**src/rtl/console_tx_port_pkg.sv**
```systemverilog
// Shared definitions for the console transmit port.
// Holds the register map offsets, the STATUS/CTRL bit positions, the default
// responder base address and a helper that packs the STATUS word.
package console_tx_port_pkg;

  localparam logic [31:0] DEFAULT_BASE = 32'hE000_8000;

  typedef enum logic [1:0] {
    REG_TXDATA = 2'd0,
    REG_STATUS = 2'd1,
    REG_CTRL   = 2'd2,
    REG_RSVD   = 2'd3
  } reg_off_e;

  localparam int STAT_EMPTY     = 0;
  localparam int STAT_FULL      = 1;
  localparam int STAT_IRQ_EN    = 2;
  localparam int STAT_COUNT_LSB = 4;
  localparam int STAT_COUNT_W   = 9;

  localparam int CTRL_IRQ_EN = 0;
  localparam int CTRL_FLUSH  = 1;

  function automatic logic [31:0] pack_status(input logic                    empty,
                                              input logic                    full,
                                              input logic                    irq_en,
                                              input logic [STAT_COUNT_W-1:0] count);
    logic [31:0] s;
    s = '0;
    s[STAT_EMPTY]  = empty;
    s[STAT_FULL]   = full;
    s[STAT_IRQ_EN] = irq_en;
    s[STAT_COUNT_LSB +: STAT_COUNT_W] = count;
    return s;
  endfunction

endpackage

```
**src/rtl/console_tx_port_sync_fifo.sv**
```systemverilog
// sync_fifo: single-clock FIFO with show-ahead head output.
// Ports:
//   clk_i, rst_i   clock, asynchronous active-low reset (pointers/count only)
//   push, wdata    write request and data (ignored when full or flushing)
//   pop            read request (ignored when empty)
//   flush          clears pointers and count; overrides push and pop
//   full, empty    occupancy flags derived from count
//   count          number of stored entries, 0..DEPTH
//   head           entry at the read pointer
module sync_fifo #(
  parameter  int DEPTH = 16,
  parameter  int WIDTH = 8,
  localparam int AW    = $clog2(DEPTH),
  localparam int CW    = AW + 1
) (
  input  logic             clk_i,
  input  logic             rst_i,
  input  logic             push,
  input  logic [WIDTH-1:0] wdata,
  input  logic             pop,
  input  logic             flush,
  output logic             full,
  output logic             empty,
  output logic [CW-1:0]    count,
  output logic [WIDTH-1:0] head
);

  logic [WIDTH-1:0] mem [DEPTH];
  logic [AW-1:0]    wr_ptr;
  logic [AW-1:0]    rd_ptr;
  logic             do_push;
  logic             do_pop;

  assign full    = (count == CW'(DEPTH));
  assign empty   = (count == '0);
  assign head    = mem[rd_ptr];
  assign do_push = push & ~full & ~flush;
  assign do_pop  = pop & ~empty & ~flush;

  // DEPTH is a power of two, so the pointers wrap naturally.
  always_ff @(posedge clk_i or negedge rst_i) begin
    if (!rst_i) begin
      wr_ptr <= '0;
      rd_ptr <= '0;
      count  <= '0;
    end else if (flush) begin
      wr_ptr <= '0;
      rd_ptr <= '0;
      count  <= '0;
    end else begin
      if (do_push) wr_ptr <= wr_ptr + AW'(1);
      if (do_pop)  rd_ptr <= rd_ptr + AW'(1);
      case ({do_push, do_pop})
        2'b10:   count <= count + CW'(1);
        2'b01:   count <= count - CW'(1);
        default: count <= count;
      endcase
    end
  end

  // Storage is not reset; stale entries are unreachable once count is 0.
  always_ff @(posedge clk_i) begin
    if (do_push) mem[wr_ptr] <= wdata;
  end

endmodule

```
**src/rtl/console_tx_port.sv**
```systemverilog
// console_tx_port: memory-mapped byte transmit port with a stream output.
// Ports:
//   clk_i, rst_i            clock, asynchronous active-low reset
//   addr_i, data_i, sel_i,  processor bus; any nonzero we_i bit is a write,
//   we_i                    otherwise a hit is a read
//   data_o                  registered read data (1-cycle latency)
//   stall_o                 holds the processor on a TXDATA write while full
//   irq_o                   level interrupt: irq_en & empty, registered
//   tx_data_o, tx_valid_o,  byte stream from the FIFO head
//   tx_ready_i
module console_tx_port
  import console_tx_port_pkg::*;
#(
  parameter logic [31:0] BASE  = DEFAULT_BASE,
  parameter int          DEPTH = 16
) (
  input  logic        clk_i,
  input  logic        rst_i,
  input  logic [31:0] addr_i,
  input  logic [31:0] data_i,
  input  logic        sel_i,
  input  logic [3:0]  we_i,
  output logic [31:0] data_o,
  output logic        stall_o,
  output logic        irq_o,
  output logic [7:0]  tx_data_o,
  output logic        tx_valid_o,
  input  logic        tx_ready_i
);

  localparam int CW = $clog2(DEPTH) + 1;

  logic                    hit;
  logic                    wr_hit;
  logic                    rd_hit;
  reg_off_e                off;
  logic                    push;
  logic                    pop;
  logic                    full;
  logic                    empty;
  logic [CW-1:0]           count;
  logic [STAT_COUNT_W-1:0] count_ext;
  logic                    irq_en;
  logic                    flush_q;
  logic                    ready_q;
  logic [31:0]             rdata;
  logic                    unused_bits;

  assign hit    = sel_i & (addr_i[31:4] == BASE[31:4]);
  assign off    = reg_off_e'(addr_i[3:2]);
  assign wr_hit = hit & (|we_i);
  assign rd_hit = hit & ~(|we_i);

  assign stall_o = wr_hit & (off == REG_TXDATA) & full;
  // ready_q keeps the first post-reset edge from accepting a push.
  assign push    = wr_hit & (off == REG_TXDATA) & ~full & ready_q;
  assign pop     = tx_valid_o & tx_ready_i;

  assign tx_valid_o = ~empty;
  assign count_ext  = STAT_COUNT_W'(count);

  assign unused_bits = ^{data_i[31:8], addr_i[1:0]};

  sync_fifo #(
    .DEPTH (DEPTH),
    .WIDTH (8)
  ) u_fifo (
    .clk_i (clk_i),
    .rst_i (rst_i),
    .push  (push),
    .wdata (data_i[7:0]),
    .pop   (pop),
    .flush (flush_q),
    .full  (full),
    .empty (empty),
    .count (count),
    .head  (tx_data_o)
  );

  always_comb begin
    rdata = '0;
    case (off)
      REG_STATUS: rdata = pack_status(empty, full, irq_en, count_ext);
      REG_CTRL:   rdata[CTRL_IRQ_EN] = irq_en;
      default:    rdata = '0;
    endcase
  end

  // The flush request is registered, so the FIFO clears on the edge after
  // the CTRL write; a push or pop presented in that cycle is discarded.
  always_ff @(posedge clk_i or negedge rst_i) begin
    if (!rst_i) begin
      ready_q <= 1'b0;
      irq_en  <= 1'b0;
      flush_q <= 1'b0;
      irq_o   <= 1'b0;
      data_o  <= '0;
    end else begin
      ready_q <= 1'b1;
      flush_q <= wr_hit & (off == REG_CTRL) & data_i[CTRL_FLUSH];
      if (wr_hit && off == REG_CTRL) irq_en <= data_i[CTRL_IRQ_EN];
      irq_o <= irq_en & empty;
      if (rd_hit) data_o <= rdata;
    end
  end

endmodule
```
**config.mk**
```make
export PLATFORM = sky130hd
export DESIGN_NAME = console_tx_port
export DESIGN_NICKNAME = d
export VERILOG_FILES = /design/src/rtl/console_tx_port_pkg.sv /design/src/rtl/console_tx_port_sync_fifo.sv /design/src/rtl/console_tx_port.sv
export SDC_FILE = /design/constraint.sdc
export NUM_CORES = 1
export LEC_CHECK = 0
export BUFFER_PORTS_ARGS = -buffer_cell sky130_fd_sc_hd__buf_2
export CAP_MARGIN = 20
export CORE_MARGIN = 2
export CORE_UTILIZATION = 31
export DETAILED_ROUTE_END_ITERATION = 16
export GPL_ROUTABILITY_DRIVEN = 1
export PLACE_DENSITY = 0.5
export SYNTH_ARGS = -nofsm -noshare
export SYNTH_HDL_FRONTEND = slang
export SYNTH_HIERARCHICAL = 1
export SYNTH_SLANG_ARGS = --single-unit
```
**constraint.sdc**
```tcl
create_clock -name clk_i -period 7.67 [get_ports clk_i]
set_input_delay 1.534 -clock clk_i [delete_from_list [all_inputs] [get_ports clk_i]]
set_output_delay 1.534 -clock clk_i [all_outputs]
set_load 0.005 [all_outputs]
```
==> metrics.md, run 1 <==
| Metric | Value |
|---|---|
| RSZ-0062 raised after global routing | `no` |
| Max-cap violations | `0` |
| YS warnings | `6` |
| Seq pwr share | `50.5%` |
| Sw Pwr | `0.378 mW` |
| Final ANT Viol Nets | `0` |
| Count of pins over their slew limit | `0` |
| Top FF cell, synth | `edfxtp_1` |
| Clk pwr share | `between 40% and 50%` |
| CTS H-tree lvls | `4` |
| Syn Area/Cell | `about 15 um^2` |
| # clock sinks | `153` |
| Final min period | `4480 ps` |
| Number of fill cells | `1976` |
| Outcome | `finished, final reports clean` |
| Synth Register Bits | `~150` |
| Post-synth EDFFs | `between 100 and 150` |
| Post-synth top area share | `between 50% and 60%` |
| Global route overflow | `0` |
| Design Area, Final | `7850 um^2` |
| Critical Path Sink | `u_fifo/mem[11][5]$_DFFE_PP_` |
| Critical Path Fanout Max | `9` |
| Worst r2r dst | `u_fifo/count[4]$_DFFE_PN0P_` |
| Post-CTS setup buffers | `0` |
| Gpl congestion | `0.801` |
| First-pass GRT wire length | `21300 um` |
| P_leak | `2.83 nW` |
| DP HPWL | `9110 um` |
| Vias | `3733` |
| Hold Crit Class | `reg -> reg` |
| Pre-antenna DRT Iters | `4` |
| Final period util | `58.4%` |
| PD cells | `227 nW/um^2` |
| Post-synthesis cell count | `446` |
| CTS Buf Count | `17` |
| DRT iter0 DRCs | `334` |
| Wire length per cell | `16.8 um` |
| Startpoint Class | `input pin` |
| Tot GR Track Use | `12.6%` |
| Max incr delay on CP | `730 ps` |
| IO Port Bufs | `64` |
| Clock transition at path regs | `60 ps` |
| Sequential cell area | `4470 um^2` |
| Chip Width | `about 150 um` |
| Async set-or-reset flop fraction in the synthesized netlist | `approximately 16%` |
| Die area | `22900 um^2` |
| Root buffer cell | `clkbuf_16` |
| Slew at the pin with the worst max-slew slack | `965 ps` |
| Reg2reg path depth | `12` |
| Synth top area cells | `edfxtp_1, dfrtp_1, mux4_2` |
| Combinational share of power | `under 10%` |
| Syn Std Cell Area | `6730 um^2` |
| Post-synthesis sequential area ratio | `roughly two thirds` |
| WS Path Type | `in -> reg` |
| CP Data Required Time | `7720 ps` |
| Placed instance area | `around 7200 um^2` |
| Footprint of the multi-input gates | `2030 um^2` |
| Setup violations, final | `0` |
| Final Util | `37.1%` |
| Area delta synth->final | `16.5%` |
| Synth unique cells | `49` |
| Overall routed net length | `roughly 13000 um` |
| Critical-path top delay cell | `nor2_1` |
| Largest net degree at the start of global routing | `52` |
| CP arrival | `4530 ps` |
| Clock Path Buffers | `2` |
| Layout cell share with drive strength beyond 1 | `26.3%` |
| Internal power | `1.41 mW` |
| Origin of the worst setup path | `addr_i[20]` |
| Crit-path cells | `buf_2, nor4b_1, nand4_1, nor3_1, and4b_1, a21boi_1, nand2_1, nor2_1` |
| Final Skew | `10.7 ps` |
| Initial Util | `31.8%` |
| Final hold vios | `0` |
| TNS Setup | `0 ps` |
| VDD IR max | `0.163 mV` |
| Die Height | `151 um` |
| Num rows | `53` |
| Antenna violations before repair | `1` |
| Cts hold-fix bufs | `0` |
| Critical Path Sink Type | `flip-flop` |
| Largest area contributor in the synthesized netlist | `edfxtp_1` |
| I/O Pins | `between 100 and 150` |
| Worst reg-to-reg setup slack | `4370 ps` |
| Resized Gates After CTS | `0` |
| Final #Nets | `just under 600` |
| Switch share | `21.2%` |
| Vias in the first global route | `3824` |
| Reg2reg start | `u_fifo/count[0]$_DFFE_PN0P_` |
| Max Clk Rate | `0.223 GHz` |
| Power, Total | `1.79 mW` |
| DR DRC count | `0` |
| Worst skew pair latency | `420 ps` |
| TritonCTS clock tree | `done` |
| Max-slew headroom | `between 30 and 40%` |
| DR vias/cell | `4.67` |
| Core Area | `21200 um^2` |
==> per-stage QoR <==
step           hold slack (ps)  instances  setup WS [ps]
2_1_floorplan              495        469           3560
3_3_place_gp               502        767           2780
3_5_place_dp               510        767           2730
4_1_cts                    521        799           3150
5_1_grt                    535        800           2860
6_report                   516        800           3190
==> power by group through the flow <==
stage               clock network [mW]  registers, mW  logic [mW]
global placement                     0          0.919      0.0304
detailed placement                   0          0.919      0.0324
floorplan                            0          0.919      0.0153
finish                           0.853          0.901      0.0315
global route                     0.910          0.900      0.0368
CTS                              0.874          0.901      0.0325
==> cell type report <==
class / instances / area share [%]
well taps: 275 / 4.38
flip-flops and latches: 153 / 57.0
clock buffers: 18 / 5.47
diodes: 1 / 0.0319
inverters: 16 / 0.765
repair buffers: 66 / 4.27
multi-input cells: 257 / 25.8
clock inverters: 14 / 2.26
==> logic make-up (layout without fill, tap and decap cells) <==
logic type	count (synthesis)	after routing	synth area share, %
other	2	26	0.112
buffers and inverters	59	114	4.79
muxes	63	63	12.7
AOI/OAI and AO/OA	56	56	5.31
xor gates and xnor gates	8	8	1.04
and+or+nand+nor	93	93	7.36
DFF	153	153	66.4
adders and majority gates	12	12	2.34
==> worst min-delay path by stage <==
stage | from | to | slack [ps] | cells past startpoint
final | data_o[5]$_DFFE_PN0P_ | data_o[5]$_DFFE_PN0P_ | 520 | 2
after global routing | data_o[5]$_DFFE_PN0P_ | data_o[5]$_DFFE_PN0P_ | 530 | 2
after CTS | data_o[6]$_DFFE_PN0P_ | data_o[6]$_DFFE_PN0P_ | 520 | 2
after detailed placement | data_o[6]$_DFFE_PN0P_ | data_o[6]$_DFFE_PN0P_ | 510 | 2
after global placement | data_o[0]$_DFFE_PN0P_ | data_o[0]$_DFFE_PN0P_ | 500 | 1
after floorplan | irq_en$_DFFE_PN0P_ | irq_o$_DFF_PN0_ | 500 | 1
==> Yosys cell counts (2+ instances only) <==
master	count
a21o_1	2
a21oi_1	14
a221oi_1	8
a22oi_1	9
and2_1	3
and3_1	3
buf_2	9
buf_4	24
clkbuf_1	9
conb_1	2
dfrtp_1	25
edfxtp_1	128
ha_1	11
inv_1	16
mux2_2	14
mux2i_1	32
mux4_2	16
nand2_1	27
nand4_1	2
nor2_1	33
nor2b_1	4
nor4_1	3
nor4_2	2
nor4b_1	2
o21ai_0	17
or3_1	2
xnor2_1	2
xor2_1	6
==> sequential cells by signal, indices dropped and copies added (netlist names) <==
| name | count |
|---|---|
| data_o | 8 |
| flush_q | 1 |
| irq_en | 1 |
| irq_o | 1 |
| ready_q | 1 |
| u_fifo/count | 5 |
| u_fifo/mem | 128 |
| u_fifo/rd_ptr | 4 |
| u_fifo/wr_ptr | 4 |
==> per-layer routing <==
| metal | wire length (um) | vias to the layer above | global-route usage (%) |
|---|---|---|---|
| met5 | 0 | - | 0 |
| met4 | 291 | 0 | 5.51 |
| met3 | 589 | 20 | 2.29 |
| met2 | 6430 | 105 | 19.9 |
| met1 | 6160 | 1844 | 17.1 |
| li1 | - | 1764 | - |
==> critical path: cells and delay by family <==
family | cells | cell delay (ps)
and+or+nand+nor | 6 | 2350
AOI/OAI and AO/OA | 1 | 540
buffers and inverters | 1 | 100
==> placed cells by master (no fill, tap or decap), drive strengths merged, types with 3 or more instances in the layout <==
| cell type | n |
|---|---|
| nor4b | 3 |
| buf | 66 |
| and3 | 3 |
| nor2 | 34 |
| nand2 | 27 |
| nor2b | 4 |
| a21oi | 14 |
| conb | 25 |
| a221oi | 8 |
| mux4 | 16 |
| edfxtp | 128 |
| mux2 | 15 |
| o21ai | 17 |
| a22oi | 9 |
| and2 | 3 |
| nor4 | 6 |
| dfrtp | 25 |
| inv | 25 |
| ha | 11 |
| xor2 | 6 |
| mux2i | 32 |
| clkinv | 3 |
| nand4 | 3 |
| clkbuf | 18 |
Power figures use the tool's default switching activity.
==> inputs of run 2 (changes only) <==
--- a/config.mk
+++ b/config.mk
@@ -11,7 +11,7 @@
 export CORE_UTILIZATION = 31
 export DETAILED_ROUTE_END_ITERATION = 16
 export GPL_ROUTABILITY_DRIVEN = 1
-export PLACE_DENSITY = 0.5
+export PLACE_DENSITY = 0.52
 export SYNTH_ARGS = -nofsm -noshare
 export SYNTH_HDL_FRONTEND = slang
 export SYNTH_HIERARCHICAL = 1
==> constraint.sdc (replaced) <==
create_clock -name clk_i -period 4.1 [get_ports clk_i]
set_input_delay 0.82 -clock clk_i [delete_from_list [all_inputs] [get_ports clk_i]]
set_output_delay 0.82 -clock clk_i [all_outputs]
set_load 0.005 [all_outputs]
==> run 2 against run 1 <==
Against the previous run:
- first-iteration DRC count decreased by 23%
- register-to-register slack lost 3600 ps
- count of clock-buffer cells in the layout fell by 1
- global-route usage fell by 0.11 points
- die area did not move
- critical path depth rose by 6
- sequential cell count stayed put
- non-clock buffer count rose by 19
- utilization grew 0.42 points
- total power rose by 78%
- via count grew 0.86%
- worst setup slack got worse by 2500 ps
- critical path type unchanged
- largest power group unchanged
- highest routed layer unchanged
==> metrics.md, run 2 (same netlist as run 1, synthesis figures left out) <==
| Metric | Value |
|---|---|
| Startpoint Class | `input pin` |
| Antenna violations before repair | `0 (-1)` |
| Max Clk Rate | `0.293 GHz` |
| Max-slew headroom | `57.3% (+22 points)` |
| Max-cap violations | `0 (unchanged)` |
| DR vias/cell | `4.61 (-1.2%)` |
| Final #Nets | `614 (+3.2%)` |
| Final ANT Viol Nets | `0 (unchanged)` |
| Setup violations, final | `0 (unchanged)` |
| DRT iter0 DRCs | `256 (-23%)` |
| Core Area | `21200 um^2 (unchanged)` |
| I/O Pins | `115 (unchanged)` |
| Global route overflow | `0 (unchanged)` |
| Worst reg-to-reg setup slack | `820 ps (-3550 ps)` |
| Hold Crit Class | `in -> async` |
| Die Height | `151 um (unchanged)` |
| Switch share | `21.5% (+0.28 points)` |
| Cts hold-fix bufs | `0 (unchanged)` |
| Chip Width | `151 um (unchanged)` |
| Clock Path Buffers | `2 (unchanged)` |
| Sw Pwr | `0.681 mW (+80%)` |
| Area delta synth->final | `17.9%` |
| Layout cell share with drive strength beyond 1 | `29.0% (+2.6 points)` |
| # clock sinks | `153 (unchanged)` |
| Tot GR Track Use | `12.5% (-0.11 points)` |
| Ant. Diodes | `0 (-1)` |
| Outcome | `finished, final reports clean` |
| Design Area, Final | `7940 um^2 (+1.1%)` |
| Initial Util | `31.8% (unchanged)` |
| Vias in the first global route | `3888 (+1.7%)` |
| Dpl ws | `296 ps (-2430 ps)` |
| Pre-antenna DRT Iters | `4 (unchanged)` |
| Overall routed net length | `13400 um (-0.48%)` |
| Resized Gates After CTS | `0 (unchanged)` |
| Vias | `3765 (+0.86%)` |
| Slew at the pin with the worst max-slew slack | `640 ps (-325 ps)` |
| Internal power | `2.49 mW (+77%)` |
| Worst skew pair latency | `410 ps (about the same)` |
| Largest net degree at the start of global routing | `33 (-37%)` |
| Wire length per cell | `16.4 um (-2.5%)` |
| Critical Path Sink Type | `flip-flop` |
| Gpl congestion | `0.744 (-7.1%)` |
| CTS Buf Count | `17 (unchanged)` |
| Die area | `22900 um^2 (unchanged)` |
| Final worst slack | `687 ps (-2500 ps)` |
| Largest registers | `u_fifo/mem x128, data_o x8, u_fifo/count x5` |
| PD cells | `400 nW/um^2 (+76%)` |
| P_leak | `2.90 nW (+2.5%)` |
| DP HPWL | `9360 um (+2.7%)` |
| VDD IR max | `0.275 mV (+68%)` |
| Num rows | `53 (unchanged)` |
| Clk pwr share | `45.0% (-2.8 points)` |
| Final Skew | `7.31 ps (-3.38 ps)` |
| Final min period | `3410 ps` |
| RSZ-0062 raised after global routing | `no` |
| WS Path Type | `in -> reg` |
| TNS Setup | `0 ps (unchanged)` |
| Critical Path Fanout Max | `9 (unchanged)` |
| Commonest non-fill, non-tap cells in the layout | `edfxtp_1, buf_2, nor2_1` |
| Top reg by flops | `u_fifo/mem` |
| Count of pins over their slew limit | `0 (unchanged)` |
| Most common cell after layout, fill and taps aside | `edfxtp_1` |
| First-pass GRT wire length | `21200 um (-0.46%)` |
| CTS H-tree lvls | `4 (unchanged)` |
| CP Data Required Time | `4430 ps (-3290 ps)` |
| TritonCTS clock tree | `done` |
| Final period util | `83.2%` |
| IO Port Bufs | `64 (unchanged)` |
| Final hold vios | `0 (unchanged)` |
| CP arrival | `3750 ps (-780 ps)` |
| Combinational share of power | `1.9% (about the same)` |
| Max reg flops | `128 (unchanged)` |
| Seq pwr share | `53.1% (+2.6 points)` |
| DR DRC count | `0 (unchanged)` |
| Reg2reg path depth | `12 (unchanged)` |
| Placed instance area | `7390 um^2 (+2.1%)` |
| Clock transition at path regs | `60 ps (about the same)` |
| Root buffer cell | `clkbuf_16` |
| Post-CTS setup buffers | `0 (unchanged)` |
run 2: cell count changes in the layout (fill, tap and decap cells not counted):
cell / previous run / this run
clkinvlp_4: 0 / 2
clkinv_2: 0 / 2
diode_2: 1 / 0
inv_8: 5 / 2
buf_4: 2 / 20
buf_12: 0 / 1
clkbuf_1: 1 / 0
bufinv_16: 2 / 0
clkinv_4: 3 / 4
run 2: critical path, cell delays in order:
cell,delay [ps]
buf_2,100
nor4b_1,290
nand4_1,260
nor3_1,320
and4b_1,430
a21oi_1,110
nand2_1,140
inv_1,90
ha_1,330
nand2b_1,70
a21oi_1,320
mux2i_1,240
a32oi_1,70
a21oi_1,170
run 2: final timing paths:
path / start / endpoint
worst max-delay path: addr_i[20] / u_fifo/count[4]$_DFFE_PN0P_
worst min-delay path: rst_i / data_o[2]$_DFFE_PN0P_
worst max register to register: u_fifo/count[0]$_DFFE_PN0P_ / u_fifo/count[4]$_DFFE_PN0P_
worst min register to register: data_o[0]$_DFFE_PN0P_ / data_o[0]$_DFFE_PN0P_
max in group asynchronous: rst_i / u_fifo/rd_ptr[0]$_DFFE_PN0P_
min in group clk_i: data_o[0]$_DFFE_PN0P_ / data_o[0]$_DFFE_PN0P_
run 2: metal layers:
metal  GRT usage [%]  vias to the layer above  routed length (um)  part of all wire (%)
li1                -                     1792                   -                     -
met1            15.2                     1895                5810                    43
met2            21.8                       65                7040                    53
met3            2.74                       13                 374                   2.8
met4            4.49                        0                 175                   1.3
met5               0                        -                   0                     0
run 2: per-stage QoR:
step / utilization [%] / hold slack [ps] / instances / power [mW]
detailed placement: 34.9 / 504 / 786 / 1.78
floorplan: - / 495 / 469 / 1.75
CTS: 37.5 / 409 / 817 / 3.21
global placement: 34.9 / 501 / 786 / 1.77
global route: 37.5 / 434 / 817 / 3.28
finish: 37.5 / 405 / 817 / 3.17
run 2: power groups by stage:
| stage | sequential (mW) | clock, mW | combinational (mW) |
|---|---|---|---|
| after global routing | 1.68 | 1.53 | 0.0695 |
| after detailed placement | 1.72 | 0 | 0.0607 |
| after CTS | 1.69 | 1.47 | 0.0608 |
| after global placement | 1.72 | 0 | 0.0562 |
| after floorplan | 1.72 | 0 | 0.0287 |
| final | 1.69 | 1.43 | 0.0594 |
run 2: final cells by class:
class,count,area (um^2)
clock buffer,17,425
clock inverter,14,118
fill,1984,13200
inverter,16,60.1
multi-input combinational,257,2030
sequential,153,4470
tap,275,344
timing repair buffer,85,490
==> inputs of run 3 (changes only) <==
--- a/config.mk
+++ b/config.mk
@@ -11,7 +11,7 @@
 export CORE_UTILIZATION = 31
 export DETAILED_ROUTE_END_ITERATION = 16
 export GPL_ROUTABILITY_DRIVEN = 1
-export PLACE_DENSITY = 0.52
+export PLACE_DENSITY = 0.5
 export SYNTH_ARGS = -nofsm -noshare
 export SYNTH_HDL_FRONTEND = slang
 export SYNTH_HIERARCHICAL = 1
==> constraint.sdc (replaced) <==
create_clock -name clk_i -period 3.2 [get_ports clk_i]
set_input_delay 0.64 -clock clk_i [delete_from_list [all_inputs] [get_ports clk_i]]
set_output_delay 0.64 -clock clk_i [all_outputs]
set_load 0.005 [all_outputs]
==> run 3 against run 2 <==
Against the previous run:
- global-route usage down 0.087 points
- non-clock buffer count is 15 higher
- clock power increased by 28%
- first-iteration DRC count down 4.3%
- cell area rose by 1.7%
- total power up 28%
- die area stayed put
- worst setup slack got worse by 480 ps
- register-to-register slack got worse by 600 ps
- utilization grew 0.63 points
==> metrics.md, run 3 (same netlist as run 1, synthesis figures left out) <==
| Metric | Value |
|---|---|
| Outcome | `finished, final reports clean` |
| Commonest non-fill, non-tap cells in the layout | `edfxtp_1, buf_2, buf_4` |
| Max reg flops | `128 (unchanged)` |
| Area delta synth->final | `19.8%` |
| First-pass GRT wire length | `21100 um (-0.39%)` |
| Core Area | `21200 um^2 (unchanged)` |
| DR vias/cell | `4.59 (-0.41%)` |
| Ant. Diodes | `0 (unchanged)` |
| Num rows | `53 (unchanged)` |
| Tot GR Track Use | `12.4% (-0.087 points)` |
| RSZ-0062 raised after global routing | `yes` |
| Switch share | `21.5% (about the same)` |
| Max-cap violations | `0 (unchanged)` |
| Internal power | `3.20 mW (+28%)` |
| Gpl congestion | `0.763 (+2.5%)` |
| I/O Pins | `115 (unchanged)` |
| Combinational share of power | `1.9% (about the same)` |
| Largest registers | `u_fifo/mem x128, data_o x8, u_fifo/count x5` |
| Max Clk Rate | `about 0.33 GHz` |
| Initial Util | `31.8% (unchanged)` |
| CP Data Required Time | `2560 ps (-1870 ps)` |
| # clock sinks | `153 (unchanged)` |
| Pre-antenna DRT Iters | `4 (unchanged)` |
| Clk pwr share | `45.1% (about the same)` |
| Design Area, Final | `8070 um^2 (+1.7%)` |
| Final Skew | `9.58 ps (+2.26 ps)` |
| VDD IR max | `0.360 mV (+31%)` |
| Final ANT Viol Nets | `0 (unchanged)` |
| DR DRC count | `0 (unchanged)` |
| Root buffer cell | `clkbuf_16` |
| Final period util | `93.4%` |
| Worst skew pair latency | `410 ps (about the same)` |
| Seq pwr share | `53.0% (about the same)` |
| TritonCTS clock tree | `done` |
| Vias | `3823 (+1.5%)` |
| Sequential cell area | `4470 um^2 (about the same)` |
| Slew at the pin with the worst max-slew slack | `607 ps (-32.8 ps)` |
| Critical Path Sink Type | `output pin` |
| Critical Path Fanout Max | `17 (+8)` |
| Largest net degree at the start of global routing | `26 (-21%)` |
| IO Port Bufs | `64 (unchanged)` |
| Antenna violations before repair | `0 (unchanged)` |
| PD cells | `505 nW/um^2 (+26%)` |
| Final min period | `~3000 ps` |
| Die area | `22900 um^2 (unchanged)` |
| Placed instance area | `7510 um^2 (+1.5%)` |
| CP arrival | `2350 ps (-1400 ps)` |
| DRT iter0 DRCs | `245 (-4.3%)` |
| Smallest hold slack | `232 ps (-173 ps)` |
| Global route overflow | `0 (unchanged)` |
| Setup violations, final | `0 (unchanged)` |
| Die Height | `151 um (unchanged)` |
| Wire length per cell | `15.9 um (-2.9%)` |
| CTS Buf Count | `17 (unchanged)` |
| Vias in the first global route | `3896 (+0.21%)` |
| Cts hold-fix bufs | `0 (unchanged)` |
| Clock Path Buffers | `2 (unchanged)` |
| Sw Pwr | `0.874 mW (+28%)` |
| TNS Setup | `0 ps (unchanged)` |
| Number of fill cells | `1997 (+0.66%)` |
| Clock transition at path regs | `60 ps (about the same)` |
| Hold Crit Class | `in -> async` |
| Top reg by flops | `u_fifo/mem` |
| Startpoint Class | `flip-flop` |
| Final Util | `38.1% (+0.63 points)` |
| P_leak | `2.97 nW (+2.6%)` |
| Count of pins over their slew limit | `0 (unchanged)` |
| Final #Nets | `629 (+2.4%)` |
| Overall routed net length | `13300 um (-0.98%)` |
| Chip Width | `151 um (unchanged)` |
| Max-slew headroom | `59.5% (+2.2 points)` |
| Layout cell share with drive strength beyond 1 | `30.8% (+1.9 points)` |
| Most common cell after layout, fill and taps aside | `edfxtp_1` |
| Final hold vios | `0 (unchanged)` |
| WS Path Type | `reg -> out` |
| CTS H-tree lvls | `4 (unchanged)` |
| Footprint of the multi-input gates | `2050 um^2 (+0.99%)` |
| DP HPWL | `9380 um (+0.24%)` |
-- run 3: area by class of cell --
cell class              instances  area share (%)
repair buffers                100            7.47
clock inverters                13            1.33
clock buffers                  19            5.37
multi-input cells             257            25.4
inverters                      16           0.744
well taps                     275            4.26
flip-flops and latches        153            55.4
-- run 3: per-stage QoR --
step	instances	worst slack, ps	power (mW)
4_1_cts	833	42.4	4.12
6_report	833	211	4.07
3_3_place_gp	801	28.6	2.28
5_1_grt	833	-46.4	4.21
2_1_floorplan	469	-12.8	2.24
3_5_place_dp	801	-36.6	2.28
-- run 3: layer usage --
layer,GRT usage [%],wire length [um]
met1,16.6,6270
met2,20.2,6540
met3,1.96,268
met4,5.00,183
met5,0,0
-- run 3: what timing repair did --
| item | CTS | global route |
|---|---|---|
| endpoints found under the setup margin | 0 | 3 |
| gates resized for setup | 0 | 5 |
| setup buffers | 0 | 0 |
-- run 3: power by group through the flow --
stage / clock, mW / sequential (mW) / combinational (mW)
finish: 1.83 / 2.16 / 0.0767
CTS: 1.88 / 2.16 / 0.0788
floorplan: 0 / 2.20 / 0.0368
detailed placement: 0 / 2.20 / 0.0786
global route: 1.96 / 2.16 / 0.0899
global placement: 0 / 2.20 / 0.0735
-- run 3: worst paths after layout --
path,depth (start not counted),from,slack (ps),to
setup / recovery,7,u_fifo/rd_ptr[0]$_DFFE_PN0P_,210,tx_data_o[5]
hold / removal,1,rst_i,230,data_o[1]$_DFFE_PN0P_
max in group asynchronous,1,rst_i,2530,u_fifo/rd_ptr[0]$_DFFE_PN0P_
setup reg to reg,13,u_fifo/count[2]$_DFFE_PN0P_,220,u_fifo/count[4]$_DFFE_PN0P_
hold reg to reg,2,data_o[4]$_DFFE_PN0P_,520,data_o[4]$_DFFE_PN0P_
min in group clk_i,2,data_o[4]$_DFFE_PN0P_,520,data_o[4]$_DFFE_PN0P_
-- run 3: worst max-delay path, stage by stage (launching register included) --
cell and delay [ps]:
dfrtp_4 620, buf_4 250, mux2_2 360, o21ai_0 170, a21oi_1 120, o21ai_0 200, nand2_1 80, buf_2 130
